==> config.mk <==
export PLATFORM = sky130hd
export DESIGN_NAME = mux3_rr_arbiter
export DESIGN_NICKNAME = d
export VERILOG_FILES = /design/src/rtl/mux3_rr_arbiter.sv
export SDC_FILE = /design/constraint.sdc
export NUM_CORES = 1
export LEC_CHECK = 0
export BUFFER_PORTS_ARGS = -buffer_cell sky130_fd_sc_hd__clkbuf_2
export CORE_UTILIZATION = 50
export DETAILED_ROUTE_END_ITERATION = 8
export PLACE_DENSITY_LB_ADDON = 0.05
export SYNTH_ARGS = -nofsm -noshare
export SYNTH_HDL_FRONTEND = slang
export SYNTH_SLANG_ARGS = --single-unit
==> constraint.sdc <==
create_clock -name clk -period 1.38 [get_ports clk]
set_clock_uncertainty 0.05 [all_clocks]
set_input_delay 0.276 -clock clk [delete_from_list [all_inputs] [get_ports clk]]
set_output_delay 0.276 -clock clk [all_outputs]
set_load 0.02 [all_outputs]
==> src/rtl/mux3_rr_arbiter.sv <==
`default_nettype none
// ============================================================================
// mux3_rr_arbiter: round-robin arbiter sharing one registered 3:1 data mux
// Revision: 1.0
// ============================================================================
module mux3_rr_arbiter #(
  parameter int W         = 1,
  parameter int MAX_BURST = 4
) (
  input  logic         clk,
  input  logic         rst,
  input  logic         req_a,
  input  logic         req_b,
  input  logic         req_c,
  input  logic [W-1:0] a,
  input  logic [W-1:0] b,
  input  logic [W-1:0] c,
  output logic         gnt_a,
  output logic         gnt_b,
  output logic         gnt_c,
  output logic         sel1,
  output logic         sel2,
  output logic [W-1:0] y,
  output logic         y_valid
);

  localparam int CW = $clog2(MAX_BURST + 1);
  localparam logic [1:0] SRC_A    = 2'd0;
  localparam logic [1:0] SRC_B    = 2'd1;
  localparam logic [1:0] SRC_C    = 2'd2;
  localparam logic [1:0] SRC_NONE = 2'd3;

  typedef enum logic [0:0] {
    IDLE = 1'b0,
    OWN  = 1'b1
  } state_t;

  state_t         state, state_nxt;
  logic [1:0]     last, last_nxt;
  logic [1:0]     sel, sel_nxt;
  logic [2:0]     gnt, gnt_nxt;
  logic [CW-1:0]  burst_cnt, burst_cnt_nxt;
  logic [2:0]     req;
  logic [1:0]     cand1, cand2;

  function automatic logic [1:0] rr_next(input logic [1:0] s);
    return (s == SRC_C || s == SRC_NONE) ? SRC_A : s + 2'd1;
  endfunction

  // In OWN, `last` is the current owner; candidates follow it in RR order.
  always_comb begin
    state_nxt     = IDLE;
    last_nxt      = last;
    sel_nxt       = SRC_NONE;
    burst_cnt_nxt = '0;
    gnt_nxt       = 3'b000;
    req           = {req_c, req_b, req_a};
    cand1         = rr_next(last);
    cand2         = rr_next(cand1);

    if (state == OWN && req[last] && burst_cnt < CW'(MAX_BURST)) begin
      state_nxt     = OWN;
      sel_nxt       = last;
      burst_cnt_nxt = burst_cnt + CW'(1);
    end else begin
      if (req[cand1])      sel_nxt = cand1;
      else if (req[cand2]) sel_nxt = cand2;
      else if (req[last])  sel_nxt = last;
      if (sel_nxt != SRC_NONE) begin
        state_nxt     = OWN;
        last_nxt      = sel_nxt;
        burst_cnt_nxt = CW'(1);
      end
    end

    case (sel_nxt)
      SRC_A:   gnt_nxt = 3'b001;
      SRC_B:   gnt_nxt = 3'b010;
      SRC_C:   gnt_nxt = 3'b100;
      default: gnt_nxt = 3'b000;
    endcase
  end

  always_ff @(posedge clk or posedge rst) begin
    if (rst) begin
      state     <= IDLE;
      last      <= SRC_C;
      sel       <= SRC_NONE;
      gnt       <= 3'b000;
      burst_cnt <= '0;
    end else begin
      state     <= state_nxt;
      last      <= last_nxt;
      sel       <= sel_nxt;
      gnt       <= gnt_nxt;
      burst_cnt <= burst_cnt_nxt;
    end
  end

  // Data path uses the select/grant registered at the previous edge.
  always_ff @(posedge clk or posedge rst) begin
    if (rst) begin
      y       <= '0;
      y_valid <= 1'b0;
    end else begin
      case (sel)
        SRC_A:   y <= a;
        SRC_B:   y <= b;
        SRC_C:   y <= c;
        default: y <= '0;
      endcase
      y_valid <= |gnt;
    end
  end

  assign gnt_a = gnt[0];
  assign gnt_b = gnt[1];
  assign gnt_c = gnt[2];
  assign sel1  = sel[1];
  assign sel2  = sel[0];

endmodule
`default_nettype wire

# Word-level counts from Yosys, hierarchy flattened
# Index checks and enable logic that the tools add are counted.
[totals]
reg_bits = 13
in_bits = 8
output_inout_bits = 7
wordCells = 51
[op_classes]
add_sub_neg = 3
n_lt_le_gt_ge = 4
n_eq_ne = 9
mux = 19
bitwise = 1
reduce_logical = 8
[op_table]
columns = ["op", "n"]
rows = [
  ["$mux W2", 7],
  ["$eq A2 B2 Y1 const B", 6],
  ["$lt A2 B3 Y1 const B", 3],
  ["$pmux W3 S3", 1],
  ["$bmux W1 S2", 3],
  ["$mux W1", 6],
  ["$add A2 B1 Y2 const B", 2],
  ["$eq A2 B1 Y1 const B", 2],
  ["$logic_not A2 Y1", 2],
  ["$add A3 B1 Y3 const B", 1],
  ["$lt A3 B3 Y1 const B", 1],
  ["$mux W3", 1],
  ["$pmux W1 S3", 1],
  ["$reduce_or A3 Y1", 1],
  ["$logic_and A1 B1 Y1", 2],
  ["$logic_or A1 B1 Y1", 2],
  ["$ne A2 B2 Y1 const B", 1],
  ["$reduce_and A2 Y1", 1],
  ["$not A1 Y1", 1],
]

# Depth between registers and ports, before layout
# Gate-level depths: netlist (run 1).
[depth]
word_depth = 14
mapped_depth = 4

# Worst setup path after synthesis (run 1)
# No wires, ideal clock.
[synth_timing]
path_kind = "register to register"
from = "register last[1]"
to = "register last[0]"
setup_time_ps = 83
arrival_ps = 1032
required_time_ps = 1247
slack_ps = 215
stages_incl_launch_ff = 5
cell_sequence = "dfstp_2 > buf_2 > mux2i_1 > o22a_1 > o22ai_1"
[synth_via]
elab_chain_len = 13
word_cells_on_any_way = 25
classes_between = "add/sub (2); eq/ne (5); mux (12); bitwise (1); reduce/logical (5)"
[synth_lines]
columns = ["element", "line_no", "source"]
rows = [
  ["from (decl)", "39", "logic [1:0] last, last_nxt;"],
  ["from (signal assigned)", "93", "last <= last_nxt;"],
  ["branches (longest 13 deep; another with $add A2 B1 Y2)", "n/a", ""],
]
# Parallel ways; which one is timed is not known. The select of a mux whose other input is x is not followed.
# A chain may end at the register's enable or synchronous reset.

# Final worst setup path (run 1)
[layout_timing]
from = "register sel[1]"
to = "output sel1"
[layout_lines]
columns = ["element", "line_no", "source"]
rows = [
  ["from (decl)", "40", "logic [1:0] sel, sel_nxt;"],
  ["from (signal assigned)", "94", "sel <= sel_nxt;"],
  ["to (decl)", "21", "output logic sel1,"],
]
# No word-level cell between the ends.

==> metrics.csv, run 1 <==
metric,value,unit
p_leak,0.406,nW
hold_start,b,
finalCriticalPeriod,1.33,ns
syn_area,709,sq um
critPathTopFamily,flip-flops,
finalCritPeriodShare,0.962,
die-width,39.7,um
slowest_delay,0.56,ns
synthMuxAreaShare,0.0564,
die_h,39.7,um
grt_pass1_wl,2210,um
cp-end-kind,output port,
overflow,0,
cts_root_buffer,clkbuf_4,
synthCells,68,
reg2reg_from,last[1]$_DFFE_PP1P_,
tightest_slew,0.514,ns
diodes,0,
yosysUniqueCellTypes,34,
die_area,1570,sq um
vdd_drop_max,0.961,mV
synth_top_family_by_area,simple AND/OR/NAND/NOR gates,
finalHoldViolCount,0,
insertion_delay,0.28,ns
syn_avg_cell_area,10.4,sq um
yosys.area_share.adder,0.0335,
dpl.hpwl,975,um
cts_max_level,1,
start_util,0.538,
crit_slowest_cell,dfstp_2,
synth_compound_area_frac,0.166,
timing.critical_path.buf_inv,1,
rsz0062_at_grt,false,
fmax,0.754,GHz
numCtsBuffers,3,
clock_power_share,0.148,
worst_slack,0.0530,ns
grt_pass1_vias,489,
cts_tree,yes,
pwr-share-comb,0.436,
place.gp.congestion,0.775,
preCtsSetupSlack,0.0552,ns
crit_start,sel[1]$_DFF_PP1_,
detail-route-antenna-nets,0,
core_area,1320,sq um
std_cell_rows,13,
drc,0,
yosys.area.top_type_share,0.353,
syn-num-nets,77,
path_cells,clkbuf_2,
drtIter0Drc,14,
outcome,completed,
drive_above_1_share,0.349,
layout.nets,96,
cts.clk_slew.worst_paths,0.08,ns
worstPathArrival,1.00,ns
grt_max_degree,14,
ys_seq_area_frac,0.464,
area_growth,17.8,%
antenna_found_initial,0,
p_seq_frac,0.416,
hold_path.class,input port to flop,
ios,15,
synth_top_area_cell,dfrtp_1,
internal_power,0.994,mW
wl,1400,um
final_common_cell,clkbuf_2,
cts_sinks,13,
required,1.05,ns
synth-simple-area-share,0.194,
relSlewSlack,0.657,
maxSlewViolCount,0,
critical_path_class,flop to output port,
clk_path_buf_depth,2,
grt_use_total,0.222,
viasPerCell,5.42,
switching_share,0.383,
yosysWarnings,0,
setup_viol,0,
netSwitchingPower,0.617,mW
vias,547,
drt_first_pass_iters,4,
crit_fanout,3,
synthTopCellsByArea,"dfrtp_1 (35%), dfstp_2 (11%), mux2i_1 (5.6%)",
cp-start-kind,flop,
wl_per_cell,13.9,um
ys_seq_elements,13,
port_buffers,14,
power.density,1930,nW/um^2
final_cell_mix,"clkbuf_2 (14), dfrtp_1 (9), o21ai_0 (5), buf_4 (5)",
maxCapViolations,0,
setup_tns,0,ns
synthXorXnorAreaFrac,0.0123,
## final cells by class
type                    instances  area, sq um
clock buffers                   4         26.3
fillers                       116          482
inverters                       4         15.0
multi-input cells              45          328
flip-flops and latches         13          330
well taps                      15         18.8
repair buffers                 20          118
## per-stage QoR
step	area, sq um	hold slack (ns)	instances	power [mW]	util
detailed placement	791	0.259	95	1.35	0.600
finish	836	0.178	101	1.61	0.634
global route	836	0.191	101	1.75	0.634
global placement	791	0.250	95	1.34	0.600
CTS	827	0.177	100	1.59	0.628
floorplan	709	0.101	68	1.18	-
## kinds of logic after synthesis
kind of cell               count (synthesis)
AOI/OAI and AO/OA                         18
xor gates and xnor gates                   1
adders and majority gates                  2
buffers and inverters                     10
DFF                                       13
muxes                                      4
and+or+nand+nor                           20
## registers in the layout, summed over array words and instances, names as in the netlist
name       cells
state          1
burst_cnt      3
gnt            3
last           2
sel            2
y              1
y_valid        1
## path summary, 6_finish.rpt
kind / cells past startpoint / end / slack (ns)
min in group asynchronous: 3 / y_valid$_DFF_PP0_ / 0.50
hold reg to reg: 1 / y_valid$_DFF_PP0_ / 0.42
setup reg to reg: 3 / sel[0]$_DFF_PP1_ / 0.08
max in group asynchronous: 3 / last[0]$_DFFE_PP0P_ / 0.41
setup / recovery: 1 / sel1 / 0.05
hold / removal: 3 / y$_DFF_PP0_ / 0.18
## what timing repair did
action	in CTS	in global routing
gates resized for setup	0	1
endpoints found under the hold margin	10	0
hold buffers	1	0
buffers inserted	0	1
setup endpoints to repair	0	3
## power groups by stage
stage	sequential (mW)	combinational [mW]	clock (mW)
after floorplan	0.709	0.470	0
after global placement	0.681	0.659	0
after detailed placement	0.682	0.668	0
after CTS	0.675	0.670	0.244
after global routing	0.701	0.787	0.266
final	0.670	0.702	0.239
## synthesized netlist by cell type
| cell type | count |
|---|---|
| buf_6 | 1 |
| o311a_1 | 1 |
| inv_1 | 4 |
| o21ai_2 | 1 |
| nor2b_4 | 1 |
| o22a_1 | 1 |
| o21ai_0 | 5 |
| and3_1 | 2 |
| xnor2_1 | 1 |
| and2_1 | 2 |
| buf_4 | 1 |
| nand2b_1 | 3 |
| dfstp_2 | 3 |
| o2bb2ai_1 | 1 |
| a211oi_1 | 1 |
| o22ai_1 | 2 |
| nand3_1 | 1 |
| a21boi_0 | 1 |
| buf_2 | 3 |
| nand3b_1 | 2 |
| a21oi_1 | 3 |
| clkbuf_1 | 1 |
| maj3_2 | 1 |
| nand2_1 | 1 |
| o32ai_1 | 1 |
| mux2i_1 | 4 |
| nor2_1 | 4 |
| ha_1 | 1 |
| and4bb_1 | 1 |
| and4bb_2 | 1 |
| or3_1 | 1 |
| and4b_1 | 1 |
| dfrtp_1 | 10 |
| o21ai_1 | 1 |
## per-layer routing
layer,global-route usage,wire length [um],vias up
met5,0,0,-
met4,0.129,23,0
met3,0.0511,41,4
met2,0.299,596,12
met1,0.316,738,254
li1,-,-,277
Note: power is estimated with default switching activity, not from simulation.
==> run 2: changes to the inputs <==
==> constraint.sdc (replaced) <==
create_clock -name clk -period 1.6 [get_ports clk]
set_clock_uncertainty 0.05 [all_clocks]
set_input_delay 0.48 -clock clk [delete_from_list [all_inputs] [get_ports clk]]
set_output_delay 0.48 -clock clk [all_outputs]
set_load 0.02 [all_outputs]
==> run 2 against run 1 <==
Compared with the run above:
- sequential share of layout area is 2.3 points higher
- via count is 2.6% lower
- clock power is 17% lower
- routed wire length is 12% lower
- critical path depth stayed put
- utilization is 3.7 points lower
- sequential power is 13% lower
- global-route usage is 3.1 points lower
- worst setup slack better by 0.030 ns
- largest cell class unchanged
- critical endpoint unchanged
- combinational power is 23% lower
- sequential cell count stayed put
==> metrics.csv, run 2 (synthesized netlist as in run 1, its figures left out) <==
metric,value,unit,change
outcome,completed,,
hold_path.class,input port to asynchronous set/reset pin,,
antenna_found_initial,0,,unchanged
worst_slack,0.0830,ns,+0.0299 ns
post_cts_buffers,0,,unchanged
area_growth,10.9,%,
crit_fanout,3,,unchanged
cp-end-kind,output port,,
cts_root_buffer,clkbuf_4,,
required,1.07,ns,+0.02 ns
place_area,761,sq um,-3.8%
die_h,39.7,um,unchanged
diodes,0,,unchanged
detail-route-antenna-nets,0,,unchanged
cts_max_level,1,,unchanged
preCtsSetupSlack,0.194,ns,+0.139 ns
stdcell_area,787,sq um,-5.8%
cts_sinks,13,,unchanged
wl,1240,um,-12%
core_area,1320,sq um,unchanged
finalCritPeriodShare,0.948,,
grt_pass1_wl,1950,um,-12%
reg_top3,"burst_cnt x3, gnt x3",,
tightest_slew,0.474,ns,-0.0399 ns
worstRegToRegCells,3,,unchanged
dpl.hpwl,879,um,-9.8%
ios,15,,unchanged
drtIter0Drc,7,,-7
p_leak,0.378,nW,-6.8%
die_area,1570,sq um,unchanged
fin_cells,95,,-5.9%
crit_slowest_cell,dfstp_2,,
drc,0,,unchanged
rsz0062_at_grt,false,,
viasPerCell,5.61,,+3.6%
finish.utilization,0.597,,-0.0370
numCtsBuffers,3,,unchanged
layout.nets,90,,-6.3%
cts.clk_slew.worst_paths,0.08,ns,about the same
cp.depth,1,,unchanged
switching_share,0.384,,+0.000860
final_cell_mix,"clkbuf_2 (14), dfrtp_1 (10), o21ai_0 (5)",,
drive_above_1_share,0.300,,-0.0488
maxCapViolations,0,,unchanged
path_cells,clkbuf_2,,
power.density,1680,nW/um^2,-13%
start_util,0.538,,unchanged
die-width,39.7,um,unchanged
clock_power_share,0.150,,+0.002
timing.critical_path.buf_inv,1,,unchanged
place.gp.congestion,0.898,,+16%
slowest_delay,0.55,ns,about the same
fin_total_pwr,1.32,mW,-18%
std_cell_rows,13,,unchanged
grt_use_total,0.191,,-0.0307
drt_first_pass_iters,4,,unchanged
clk_path_buf_depth,2,,unchanged
port_buffers,14,,unchanged
critical_path_class,flop to output port,,
grt_max_degree,14,,unchanged
overflow,0,,unchanged
wl_per_cell,13.0,um,-6.1%
fmax,0.659,GHz,
cts_tree,yes,,
insertion_delay,0.27,ns,about the same
final_common_cell,clkbuf_2,,
netSwitchingPower,0.506,mW,-18%
maxSlewViolCount,0,,unchanged
internal_power,0.812,mW,-18%
grt_pass1_vias,451,,-7.8%
critPathTopFamily,flip-flops,,
cts_resized,0,,unchanged
holdWs,0.144,ns,-0.0347 ns
relSlewSlack,0.683,,+0.0266
finalHoldViolCount,0,,unchanged
finalCriticalPeriod,1.52,ns,
cp-start-kind,flop,,
vias,533,,-2.6%
pwr-share-comb,0.410,,-0.026
worstPathArrival,0.99,ns,about the same
vdd_drop_max,0.795,mV,-17%
setup_viol,0,,unchanged
dpl.cell_count,91,,-4.2%
setup_tns,0,ns,unchanged
ctsHoldBuffers,0,,-1
p_seq_frac,0.440,,+0.024
[run 2: layer usage]
| layer | vias to the layer above | share of wire | GRT usage |
|---|---|---|---|
| met2 | 20 | 0.44 | 0.307 |
| met3 | 4 | 0.053 | 0.0341 |
| met5 | - | 0 | 0 |
| met4 | 0 | 0.019 | 0.103 |
| li1 | 265 | - | - |
| met1 | 244 | 0.48 | 0.238 |
[run 2: power by group through the flow]
stage	Sequential, mW	Combinational, mW	Clock, mW
6_report	0.580	0.540	0.198
5_1_grt	0.611	0.604	0.222
4_1_cts	0.581	0.544	0.207
3_5_place_dp	0.588	0.541	0
3_3_place_gp	0.587	0.536	0
2_1_floorplan	0.611	0.406	0
[run 2: worst paths after layout]
check                               startpoint                  end  slack (ns)
max                           sel[1]$_DFF_PP1_                 sel1        0.08
min                                        rst     gnt[2]$_DFF_PP0_        0.14
max reg2reg                last[1]$_DFFE_PP1P_     sel[0]$_DFF_PP1_        0.26
min reg2reg                   gnt[2]$_DFF_PP0_    y_valid$_DFF_PP0_        0.43
max in group asynchronous                  rst  last[1]$_DFFE_PP1P_        1.01
min in group clk                             b          y$_DFF_PP0_        0.40
[run 2: cell type report]
class	count	area, sq um
flip-flops and latches	13	329
well taps	15	18.8
multi-input cells	45	328
clock buffers	4	26.3
repair buffers	14	70.1
fillers	104	531
inverters	4	15.0
